===== src/rtl/vliw_pkg.sv =====
// Shared definitions for the VLIW issue controller.
// Bundle field positions, ALU opcodes, default scratch register and NOP
// bundle, issue FSM state encoding.
package vliw_pkg;

    // Bundle layout: op1 | op2 | dst1 | dst2 | srcA | srcB
    localparam int OP1_MSB  = 31;
    localparam int OP1_LSB  = 24;
    localparam int OP2_MSB  = 23;
    localparam int OP2_LSB  = 16;
    localparam int DST1_MSB = 15;
    localparam int DST1_LSB = 12;
    localparam int DST2_MSB = 11;
    localparam int DST2_LSB = 8;
    localparam int SRCA_MSB = 7;
    localparam int SRCA_LSB = 4;
    localparam int SRCB_MSB = 3;
    localparam int SRCB_LSB = 0;

    localparam logic [7:0] OP_ADD = 8'h00;
    localparam logic [7:0] OP_SUB = 8'h01;
    localparam logic [7:0] OP_AND = 8'h02;
    localparam logic [7:0] OP_OR  = 8'h03;
    localparam logic [7:0] OP_XOR = 8'h04;
    localparam logic [7:0] OP_NOT = 8'h05;
    localparam logic [7:0] OP_NOP = 8'hFF;

    localparam logic [3:0]  SCRATCH_REG_DEF = 4'hF;
    localparam logic [31:0] NOP_BUNDLE_DEF  =
        {OP_NOP, OP_NOP, SCRATCH_REG_DEF, SCRATCH_REG_DEF, 8'h00};

    typedef logic [31:0] bundle_t;

    typedef enum logic [1:0] {
        ST_IDLE  = 2'd0,
        ST_ISSUE = 2'd1,
        ST_STALL = 2'd2
    } issue_state_t;

endpackage


===== src/rtl/vliw_issue_ctrl_if.sv =====
// Upstream bundle handshake into the issue controller.
//   in_valid  : source has a bundle
//   in_bundle : 32-bit VLIW bundle
//   in_ready  : controller can accept (FIFO not full)
interface vliw_issue_ctrl_if;
    logic        in_valid;
    logic [31:0] in_bundle;
    logic        in_ready;

    modport master (output in_valid, output in_bundle, input in_ready);
    modport slave  (input in_valid, input in_bundle, output in_ready);
endinterface


===== src/rtl/vliw_bundle_fifo.sv =====
// Synchronous bundle FIFO with occupancy count and flush.
//   clk, rst     : clock, async active-high reset
//   flush        : empty the FIFO at the next edge; wins over push/pop
//   push, wdata  : write request (ignored when full)
//   pop, rdata   : read request (ignored when empty); rdata is the head
//   empty, full  : status
//   count        : occupancy 0..DEPTH
module vliw_bundle_fifo #(
    parameter int DEPTH = 4,
    parameter int WIDTH = 32
) (
    input  logic                     clk,
    input  logic                     rst,
    input  logic                     flush,
    input  logic                     push,
    input  logic [WIDTH-1:0]         wdata,
    input  logic                     pop,
    output logic [WIDTH-1:0]         rdata,
    output logic                     empty,
    output logic                     full,
    output logic [$clog2(DEPTH):0]   count
);
    localparam int AW = $clog2(DEPTH);
    localparam int CW = AW + 1;

    logic [WIDTH-1:0] mem [DEPTH];
    logic [AW-1:0]    wr_ptr;
    logic [AW-1:0]    rd_ptr;
    logic             do_push;
    logic             do_pop;

    assign full    = (count == CW'(DEPTH));
    assign empty   = (count == '0);
    assign do_push = push && !full && !flush;
    assign do_pop  = pop && !empty && !flush;
    assign rdata   = mem[rd_ptr];

    always_ff @(posedge clk) begin
        if (do_push) mem[wr_ptr] <= wdata;
    end

    always_ff @(posedge clk or posedge rst) begin
        if (rst) begin
            wr_ptr <= '0;
            rd_ptr <= '0;
            count  <= '0;
        end else if (flush) begin
            wr_ptr <= '0;
            rd_ptr <= '0;
            count  <= '0;
        end else begin
            if (do_push) wr_ptr <= wr_ptr + AW'(1);
            if (do_pop)  rd_ptr <= rd_ptr + AW'(1);
            count <= count + CW'(do_push) - CW'(do_pop);
        end
    end

endmodule


===== src/rtl/vliw_issue_ctrl.sv =====
// Issue controller for the two-slot VLIW ALU datapath.
// Queues upstream bundles, holds back a head bundle that reads a register
// still being produced by an in-flight bundle, and drives the datapath
// instruction bus from a register (NOP bundle when nothing issues).
//   clk, rst     : clock, async active-high reset
//   up           : upstream bundle handshake (slave side)
//   flush        : drop all queued bundles
//   instruction  : registered bundle to the datapath
//   issue_fire   : instruction holds a real bundle
//   stall        : head bundle blocked by a hazard this cycle
//   dual_dst_err : issued bundle has dst1 == dst2
//   fifo_count   : queue occupancy
//   issued_cnt   : saturating count of issued bundles
//   stall_cnt    : saturating count of hazard-stall cycles
module vliw_issue_ctrl
    import vliw_pkg::*;
#(
    parameter int          DEPTH       = 4,
    parameter int          RESULT_LAT  = 2,
    parameter logic [3:0]  SCRATCH_REG = SCRATCH_REG_DEF,
    parameter logic [31:0] NOP_BUNDLE  = {8'hFF, 8'hFF, SCRATCH_REG, SCRATCH_REG, 8'h00}
) (
    input  logic                   clk,
    input  logic                   rst,
    vliw_issue_ctrl_if.slave       up,
    input  logic                   flush,
    output logic [31:0]            instruction,
    output logic                   issue_fire,
    output logic                   stall,
    output logic                   dual_dst_err,
    output logic [$clog2(DEPTH):0] fifo_count,
    output logic [15:0]            issued_cnt,
    output logic [15:0]            stall_cnt
);
    // A producer on `instruction` is visible to the next RESULT_LAT-1 heads.
    localparam int SB_N = RESULT_LAT - 1;
    localparam int SB_W = (SB_N > 0) ? SB_N : 1;

    issue_state_t state, state_nx;

    bundle_t    head;
    logic       fifo_empty;
    logic       fifo_full;
    logic       push;
    logic       pop;
    logic       hazard;
    bundle_t    instr_nx;
    logic [3:0] src_a, src_b, head_dst1, head_dst2;

    logic [SB_W-1:0]       sb_vld;
    logic [SB_W-1:0][3:0]  sb_dst1;
    logic [SB_W-1:0][3:0]  sb_dst2;

    assign up.in_ready = !fifo_full;
    assign push        = up.in_valid && up.in_ready;

    vliw_bundle_fifo #(.DEPTH(DEPTH), .WIDTH(32)) u_fifo (
        .clk   (clk),
        .rst   (rst),
        .flush (flush),
        .push  (push),
        .wdata (up.in_bundle),
        .pop   (pop),
        .rdata (head),
        .empty (fifo_empty),
        .full  (fifo_full),
        .count (fifo_count)
    );

    assign src_a     = head[SRCA_MSB:SRCA_LSB];
    assign src_b     = head[SRCB_MSB:SRCB_LSB];
    assign head_dst1 = head[DST1_MSB:DST1_LSB];
    assign head_dst2 = head[DST2_MSB:DST2_LSB];

    // Scratch register is a don't-care sink; s==d with s!=scratch also
    // excludes a scratch destination.
    function automatic logic hit(input logic [3:0] s, input logic [3:0] d);
        return (s == d) && (s != SCRATCH_REG);
    endfunction

    always_comb begin
        hazard = 1'b0;
        for (int i = 0; i < SB_N; i++) begin
            if (sb_vld[i] && (hit(src_a, sb_dst1[i]) || hit(src_a, sb_dst2[i]) ||
                              hit(src_b, sb_dst1[i]) || hit(src_b, sb_dst2[i])))
                hazard = 1'b1;
        end
    end

    // Next action is decided fresh each cycle; flush suppresses any issue.
    always_comb begin
        state_nx = ST_IDLE;
        if (!flush && !fifo_empty)
            state_nx = hazard ? ST_STALL : ST_ISSUE;
    end

    assign pop      = (state_nx == ST_ISSUE);
    assign stall    = (state_nx == ST_STALL);
    assign instr_nx = pop ? head : NOP_BUNDLE;

    // `state` remembers what was registered onto `instruction` last edge.
    always_ff @(posedge clk or posedge rst) begin
        if (rst) state <= ST_IDLE;
        else     state <= state_nx;
    end

    assign issue_fire = (state == ST_ISSUE);

    always_ff @(posedge clk or posedge rst) begin
        if (rst) begin
            instruction  <= NOP_BUNDLE;
            dual_dst_err <= 1'b0;
            issued_cnt   <= '0;
            stall_cnt    <= '0;
        end else begin
            instruction  <= instr_nx;
            dual_dst_err <= pop && (head_dst1 == head_dst2);
            if (pop && issued_cnt != 16'hFFFF)  issued_cnt <= issued_cnt + 16'd1;
            if (stall && stall_cnt != 16'hFFFF) stall_cnt  <= stall_cnt + 16'd1;
        end
    end

    // Scoreboard is deliberately left alone on flush: issued bundles still
    // write back.
    generate
        if (SB_N > 0) begin : g_sb
            always_ff @(posedge clk or posedge rst) begin
                if (rst) begin
                    sb_vld  <= '0;
                    sb_dst1 <= '0;
                    sb_dst2 <= '0;
                end else begin
                    sb_vld[0]  <= pop;
                    sb_dst1[0] <= head_dst1;
                    sb_dst2[0] <= head_dst2;
                    for (int i = 1; i < SB_N; i++) begin
                        sb_vld[i]  <= sb_vld[i-1];
                        sb_dst1[i] <= sb_dst1[i-1];
                        sb_dst2[i] <= sb_dst2[i-1];
                    end
                end
            end
        end else begin : g_no_sb
            assign sb_vld  = '0;
            assign sb_dst1 = '0;
            assign sb_dst2 = '0;
        end
    endgenerate

endmodule

===== src/flat_wrapper.sv =====
// flat-port wrapper written by rule: the top's interface ports become plain ports
module vliw_issue_ctrl_flat import vliw_pkg::*;
#(
    parameter int          DEPTH       = 4,
    parameter int          RESULT_LAT  = 2,
    parameter logic [3:0]  SCRATCH_REG = SCRATCH_REG_DEF,
    parameter logic [31:0] NOP_BUNDLE  = {8'hFF, 8'hFF, SCRATCH_REG, SCRATCH_REG, 8'h00}
)
  (clk, rst, flush, instruction, issue_fire, stall, dual_dst_err, fifo_count, issued_cnt, stall_cnt, up_in_valid, up_in_bundle, up_in_ready);
  vliw_issue_ctrl_if up_i ();
  input  logic clk;
  input  logic rst;
  input  logic flush;
  output logic [31:0] instruction;
  output logic issue_fire;
  output logic stall;
  output logic dual_dst_err;
  output logic [$clog2(DEPTH):0] fifo_count;
  output logic [15:0] issued_cnt;
  output logic [15:0] stall_cnt;
  input wire logic [$bits(up_i.in_valid)-1:0] up_in_valid;
  input wire logic [$bits(up_i.in_bundle)-1:0] up_in_bundle;
  output wire logic [$bits(up_i.in_ready)-1:0] up_in_ready;
  assign up_i.in_valid = up_in_valid;
  assign up_i.in_bundle = up_in_bundle;
  assign up_in_ready = up_i.in_ready;
  vliw_issue_ctrl #(.DEPTH(DEPTH), .RESULT_LAT(RESULT_LAT), .SCRATCH_REG(SCRATCH_REG), .NOP_BUNDLE(NOP_BUNDLE)) u_core (.clk(clk), .rst(rst), .up(up_i), .flush(flush), .instruction(instruction), .issue_fire(issue_fire), .stall(stall), .dual_dst_err(dual_dst_err), .fifo_count(fifo_count), .issued_cnt(issued_cnt), .stall_cnt(stall_cnt));
endmodule

===== config.mk =====
export PLATFORM = sky130hd
export DESIGN_NAME = vliw_issue_ctrl_flat
export DESIGN_NICKNAME = d
export VERILOG_FILES = /design/src/rtl/vliw_pkg.sv /design/src/rtl/vliw_issue_ctrl_if.sv /design/src/rtl/vliw_bundle_fifo.sv /design/src/rtl/vliw_issue_ctrl.sv /design/src/flat_wrapper.sv
export SDC_FILE = /design/constraint.sdc
export NUM_CORES = 1
export LEC_CHECK = 0
export BUFFER_PORTS_ARGS = -buffer_cell sky130_fd_sc_hd__buf_2
export CORE_MARGIN = 2
export CORE_UTILIZATION = 52
export CTS_CLUSTER_DIAMETER = 150
export DETAILED_ROUTE_END_ITERATION = 8
export HOLD_SLACK_MARGIN = 0.12
export MAX_ROUTING_LAYER = met4
export PLACE_DENSITY = 0.78
export SLEW_MARGIN = 10
export SYNTH_ARGS = -nofsm -noshare
export SYNTH_HDL_FRONTEND = slang
export SYNTH_SLANG_ARGS = --single-unit

===== constraint.sdc =====
create_clock -name clk -period 3.4 [get_ports clk]
set_clock_uncertainty 0.2 [all_clocks]
set_input_delay 0.34 -clock clk [delete_from_list [all_inputs] [get_ports clk]]
set_output_delay 0.34 -clock clk [all_outputs]
set_load 0.01 [all_outputs]

== Word-level counts from Yosys, hierarchy flattened ==
Memory sizes are Yosys's and may differ from the RTL's.
Cells that the tools add are included.

* Register bits after elaboration: 83
* Bits in writable memories: 128
* Bits of input ports: 36
* Output and inout bits: 71
* Word-level logic and storage cells: 65
* Memories kept: 1

{| class="wikitable"
|+ Memory list
! memory !! depth !! bits a word !! rd ports !! clocked after memory_dff !! wr ports !! line !! RTL
|-
| u_core.u_fifo.mem || 4 || 32 || 1 || 0 || 1 || vliw_bundle_fifo.sv:26 || <nowiki>logic [WIDTH-1:0] mem [DEPTH];</nowiki>
|}

* Add/sub/neg operators: 6
* Equality and inequality tests: 13
* Multiplexer cells: 11
* Reduce and logical (&&, ||, !) cells: 23

{| class="wikitable"
|+ Operators by type and width
! cell !! count
|-
| 16-bit by 1-bit adder with 16-bit output, second input constant || 2
|-
| 32-bit 2-to-1 mux || 1
|-
| 16-bit inequality test, second input constant || 2
|-
| 4-bit equality test || 5
|-
| 1-bit logical AND || 14
|-
| 2-bit 2-to-1 mux || 6
|-
| 4-bit inequality test, second input constant || 2
|-
| 2-bit by 1-bit adder with 2-bit output, second input constant || 2
|-
| 2-bit by 1-bit equality test with 1-bit output, second input constant || 2
|-
| 2-bit nonzero test || 2
|-
| 3-bit by 1-bit adder with 3-bit output || 1
|-
| 3-bit equality test, second input constant || 1
|-
| 1-bit logical NOT || 3
|-
| 3-bit logical NOT || 1
|-
| 1-bit logical OR || 3
|-
| 1-bit 2-to-1 mux || 3
|-
| 3-bit 2-to-1 mux || 1
|-
| 3-bit by 1-bit subtractor with 3-bit output || 1
|-
| 2-bit equality test, second input constant || 1
|}

== Depth between registers and ports, before layout ==
An unclocked memory read counts as a cell.

* Depth after elaboration: 15
* Mapped depth: 18
* Mapped depth without buffers: 14

== Modules after synthesis ==
From an unflattened synthesis, not the netlist that was laid out.

* Cell total of the unflattened synthesis: 476
* Area, all modules: 8330.5 µm²

{| class="wikitable"
|+ Modules (own cells, without submodules)
! module !! times used !! cells each !! area each (µm²) !! seq. area each (µm²)
|-
| vliw_bundle_fifo || 1 || 216 || 5136.2 || 4018.9
|-
| vliw_issue_ctrl || 1 || 260 || 3194.3 || 1906.8
|}

== Worst setup path before layout ==
OpenSTA, ideal clock, no wires.

* Path type: register to register
* Start: register u_core.u_fifo.rd_ptr[0]
* End: register u_core.u_fifo.count[2]
* Library setup time: 130 ps
* Arrival time: 3332 ps
* Data required time: 3070 ps
* Path slack: -262 ps
* Stages on the path, launching flop included: 19
* Path buffers: 4
* Clock period less this slack: 3662 ps
* Cell sequence: dfrtp_1 -> buf_6 -> buf_12 -> mux4_2 -> xnor2_1 -> nand4_1 -> a21oi_2 -> or3_1 -> buf_2 -> clkbuf_1 -> inv_1 -> ha_1 -> inv_1 -> ha_1 -> inv_1 -> fa_1 -> xor2_1 -> xnor2_1 -> nor2_1

* Cells in the longest elaborated chain, start to end: 15
* Elaborated cells on any way between the ends: 23
* Those cells by class: add/sub: 1; eq/ne: 7; mux: 4; reduce/logical: 10; memory: 1

{| class="wikitable"
|+ RTL lines
! what !! line !! RTL
|-
| start: declaration || vliw_bundle_fifo.sv:28 || <nowiki>logic [AW-1:0] rd_ptr;</nowiki>
|-
| start signal: assignment || vliw_bundle_fifo.sv:53 || <nowiki>if (do_pop) rd_ptr <= rd_ptr + AW'(1);</nowiki>
|-
| memory 4 x 32 bit * || - ||
|-
| 4-bit equality test / 4-bit inequality test (equally long branches) || vliw_issue_ctrl.sv:78 || <nowiki>return (s == d) && (s != SCRATCH_REG);</nowiki>
|-
| 1-bit logical AND || vliw_issue_ctrl.sv:78 ||
|-
| 1-bit logical OR (2 in a row) || vliw_issue_ctrl.sv:84 || <nowiki>if (sb_vld[i] && (hit(src_a, sb_dst1[i]) || hit(src_a, sb_dst2[i]) ||</nowiki>
|-
| 1-bit logical OR * || vliw_issue_ctrl.sv:85 || <nowiki>hit(src_b, sb_dst1[i]) || hit(src_b, sb_dst2[i])))</nowiki>
|-
| 1-bit logical AND * || vliw_issue_ctrl.sv:84 ||
|-
| 1-bit 2-to-1 mux * || vliw_issue_ctrl.sv:84 ||
|-
| 2-bit 2-to-1 mux * || vliw_issue_ctrl.sv:94 || <nowiki>state_nx = hazard ? ST_STALL : ST_ISSUE;</nowiki>
|-
| 2-bit 2-to-1 mux * || vliw_issue_ctrl.sv:93 || <nowiki>if (!flush && !fifo_empty)</nowiki>
|-
| 2-bit by 1-bit equality test with 1-bit output * || vliw_issue_ctrl.sv:97 || <nowiki>assign pop = (state_nx == ST_ISSUE);</nowiki>
|-
| 1-bit logical AND * (2 in a row) || vliw_bundle_fifo.sv:35 || <nowiki>assign do_pop = pop && !empty && !flush;</nowiki>
|-
| 3-bit by 1-bit subtractor with 3-bit output * || vliw_bundle_fifo.sv:54 || <nowiki>count <= count + CW'(do_push) - CW'(do_pop);</nowiki>
|-
| 3-bit 2-to-1 mux * || vliw_bundle_fifo.sv:47 || <nowiki>end else if (flush) begin</nowiki>
|-
| end signal: assignment || vliw_bundle_fifo.sv:54 ||
|-
| end: declaration || vliw_bundle_fifo.sv:21 || <nowiki>output logic [$clog2(DEPTH):0] count</nowiki>
|}

Mark *: on every way between the ends. The rest lies on a longest branch, timed or not.
A chain may end at the register's enable or synchronous reset.

== Worst setup path in the final report ==
Same ends and word-level chain as after synthesis.

==> impl_metrics.json <==
{
  "grt_setup_unrepaired": "yes",
  "vias": 4723,
  "synth_top_cell_by_area": "sky130_fd_sc_hd__edfxtp_1",
  "ys_types": 39,
  "syn_inst": 481,
  "syn_area_um2": 8330,
  "pwr_density_cell_nw_per_um2": 737,
  "fmax_mhz": 288,
  "floorplan.die.width_um": 131,
  "cts-htree-levels": 1,
  "static-leakage-power_nw": 4.06,
  "yosys_register_bits": 211,
  "path_max_fanout": 5,
  "worst_ep_required_time_ns": 3.58,
  "layout.cells.most_common": "sky130_fd_sc_hd__edfxtp_1",
  "final_cell_count_no_fill": 892,
  "drt_iter0_markers": 254,
  "port_buffers": 106,
  "detailedPlace.worstSlack_ns": -0.0948,
  "cts_sinks": 211,
  "whs_path_depth": 1,
  "detailedRoute.firstPassIterationCount": 4,
  "number_of_cells_traversed_by_the_worst_register_to_register_path": 15,
  "number_of_buffers_created_by_cts": 22,
  "min_period_over_period": 1.02,
  "finalNetCount": 705,
  "drive_gt1_frac": 0.395,
  "mappedNetlistNets": 526,
  "globalplace.congestion": 0.825,
  "antenna-diode-count": 0,
  "time_the_worst_path_needs_with_i_o_delays_and_setup_ns": 3.47,
  "number_of_synthesized_flops_with_an_enable_pin": 128,
  "report.final.hold_viol_count": 0,
  "slew_violations": 0,
  "tns_ns": -0.0682,
  "largest_net_degree_at_the_start_of_global_routing": 43,
  "post_synth.cell_area_avg_um2": 17.3,
  "ys_async_sr_fraction": 0.393,
  "timing.max_slew.rel_slack": 0.477,
  "post_drt_wl_per_cell_um": 18.7,
  "worst-setup-path-type": "reg2reg",
  "cts_tree": "built",
  "global_route.usage.total": 0.207,
  "synth_ff_type": "sky130_fd_sc_hd__edfxtp_1",
  "start_util": 0.528,
  "global_route_wire_length_before_repair_mm": 25.8,
  "antenna_violations_before_repair": 0,
  "drc_errors": 0,
  "final-seq-area_um2": 5950,
  "timing.final.ws_setup_ns": -0.0682,
  "area_growth_syn_to_layout_pct": 24.3,
  "filler_cell_count": 1086,
  "synth_top_area_share": 0.461,
  "worstSkewPairLatency_ns": 0.51,
  "place_inst": 806,
  "core_region_area_um2": 15800,
  "setup.worst_path.end_class": "register",
  "violations": "setup timing",
  "layout_common_cells": "128 x sky130_fd_sc_hd__edfxtp_1, 105 x sky130_fd_sc_hd__buf_2, 58 x sky130_fd_sc_hd__dfrtp_1",
  "post_dr_vias_cell": 5.29,
  "die_area_um2": 17100,
  "max_cap_violations": 0,
  "clk_path_buf_depth": 3,
  "global_route.overflow_total": 0,
  "holdCritPathClass": "reg2reg",
  "multi_input_comb_area_um2": 2300,
  "crit_arrival_ns": 3.65,
  "status": "finished, violations left",
  "startpoint_type": "register",
  "core.rowCount": 46,
  "worst_setup_hold_path_clk_slew_ns": 0.06,
  "final_hpwl_dp_mm": 10.5,
  "yosys_warns": 0,
  "dieHeight_um": 131,
  "synth.yosys.seq_area_share": 0.714,
  "cts_root_buf": "sky130_fd_sc_hd__clkbuf_16",
  "worst_pin_slew_ns": 0.784,
  "drt_wl_total_mm": 16.7,
  "synth_top_cells_by_area": "sky130_fd_sc_hd__edfxtp_1 46%, sky130_fd_sc_hd__dfrtp_1 18%, sky130_fd_sc_hd__dfstp_2 7.6%, sky130_fd_sc_hd__mux4_2 5.4%, sky130_fd_sc_hd__mux4_1 3.8%",
  "setup_violations": 1,
  "ios": 107,
  "grt_pass1_vias": 4828,
  "power.ir.vdd_worst_mv": 0.512,
  "antenna_left": 0
}
## cells in the mapped netlist, types with 6 or more instances
library cell,instances
sky130_fd_sc_hd__and3_1,10
sky130_fd_sc_hd__dfstp_2,24
sky130_fd_sc_hd__and2_1,6
sky130_fd_sc_hd__xor2_1,21
sky130_fd_sc_hd__nand4_1,12
sky130_fd_sc_hd__nand2_1,18
sky130_fd_sc_hd__mux4_1,12
sky130_fd_sc_hd__nand3_1,12
sky130_fd_sc_hd__nor4_1,9
sky130_fd_sc_hd__clkbuf_1,9
sky130_fd_sc_hd__edfxtp_1,128
sky130_fd_sc_hd__xnor2_1,28
sky130_fd_sc_hd__nor2b_1,6
sky130_fd_sc_hd__inv_1,12
sky130_fd_sc_hd__nor3_1,9
sky130_fd_sc_hd__mux4_2,20
sky130_fd_sc_hd__nor2_1,14
sky130_fd_sc_hd__dfrtp_1,59
sky130_fd_sc_hd__or2_2,27
sky130_fd_sc_hd__ha_1,8
## worst max-delay path: stages (launching register included)
cell	delay (ns)
sky130_fd_sc_hd__dfrtp_2	0.43
sky130_fd_sc_hd__buf_6	0.14
sky130_fd_sc_hd__mux4_2	0.57
sky130_fd_sc_hd__xnor2_2	0.16
sky130_fd_sc_hd__nand4_1	0.12
sky130_fd_sc_hd__a21oi_2	0.07
sky130_fd_sc_hd__or3_4	0.37
sky130_fd_sc_hd__inv_2	0.08
sky130_fd_sc_hd__ha_4	0.19
sky130_fd_sc_hd__inv_2	0.06
sky130_fd_sc_hd__ha_4	0.12
sky130_fd_sc_hd__inv_2	0.04
sky130_fd_sc_hd__fa_2	0.39
sky130_fd_sc_hd__xor2_2	0.16
sky130_fd_sc_hd__xnor2_1	0.17
sky130_fd_sc_hd__nor2_1	0.07
## flip-flops by register name, indices dropped and copies added (netlist names)
signal,flops
u_core.stall_cnt,16
u_core.u_fifo.wr_ptr,2
u_core.sb_dst1,4
u_core.sb_vld,1
u_core.dual_dst_err,1
u_core.u_fifo.rd_ptr,2
u_core.sb_dst2,4
u_core.state,2
u_core.u_fifo.mem,128
u_core.instruction,32
u_core.u_fifo.count,3
u_core.issued_cnt,16
## timing repair
| item | in CTS | in global routing |
|---|---|---|
| setup buffers | 4 | 7 |
| resized for setup | 2 | 17 |
| hold endpoints to repair | 157 | 0 |
| setup endpoints to repair | 2 | 2 |
| cloned | 0 | 0 |
| hold buffers | 36 | 0 |
| pin swaps | 1 | 15 |
## final timing paths
check | start | endpoint | slack, ns
max | u_core.u_fifo.rd_ptr[0] | u_core.u_fifo.count[2] | -0.07
min | u_core.issued_cnt[11] | u_core.issued_cnt[11] | 0.28
max reg2reg | u_core.u_fifo.rd_ptr[0] | u_core.u_fifo.count[2] | -0.07
min reg2reg | u_core.issued_cnt[11] | u_core.issued_cnt[11] | 0.28
max in group asynchronous | rst | u_core.instruction[13] | 1.85
min in group asynchronous | rst | u_core.stall_cnt[0] | 0.31
## final cells by class
| cell class | instances | area share |
|---|---|---|
| Sequential cell | 211 | 0.575 |
| Clock buffer | 34 | 0.0595 |
| Multi-Input combinational cell | 241 | 0.222 |
| Timing Repair Buffer | 172 | 0.109 |
| Tap cell | 216 | 0.0261 |
| Clock inverter | 6 | 0.00350 |
| Inverter | 12 | 0.00447 |
## cells by family (layout without fill, tap and decap cells)
logic type               count (synthesis)  in the layout  synth area share
XOR/XNOR                                50             50            0.0535
buffers and inverters                   29            224            0.0179
multiplexers                            38             38            0.0997
flip-flops                             211            211             0.714
adder cells (fa/ha/maj)                  9              9            0.0144
AO/OA/AOI/OAI                            6              6           0.00496
AND/OR/NAND/NOR                        138            138            0.0954
## metrics by stage
stage / instance area [µm²] / total power [W] / hold slack, ns / util
2_1_floorplan: 8340 / 0.00473 / 0.239 / -
3_3_place_gp: 9180 / 0.00523 / 0.269 / 0.582
3_5_place_dp: 9180 / 0.00530 / 0.279 / 0.582
4_1_cts: 10200 / 0.00757 / 0.287 / 0.649
5_1_grt: 10400 / 0.00802 / 0.309 / 0.657
6_report: 10400 / 0.00763 / 0.284 / 0.657
## power by group
part           total, W  switching [W]  internal, W
combinational   0.00204        0.00101      0.00103
clock           0.00216       0.000914      0.00125
sequential      0.00343       0.000260      0.00317
total           0.00763        0.00219      0.00545
## routing by layer
metal,vias up,routed length (µm),GRT usage,share of wire
met5,-,0,-,0
met4,0,341,0.0676,0.020
met3,27,945,0.0326,0.057
met2,162,8470,0.351,0.51
met1,2389,6970,0.257,0.42
li1,2145,-,-,-
(Power assumes the default switching activity.)
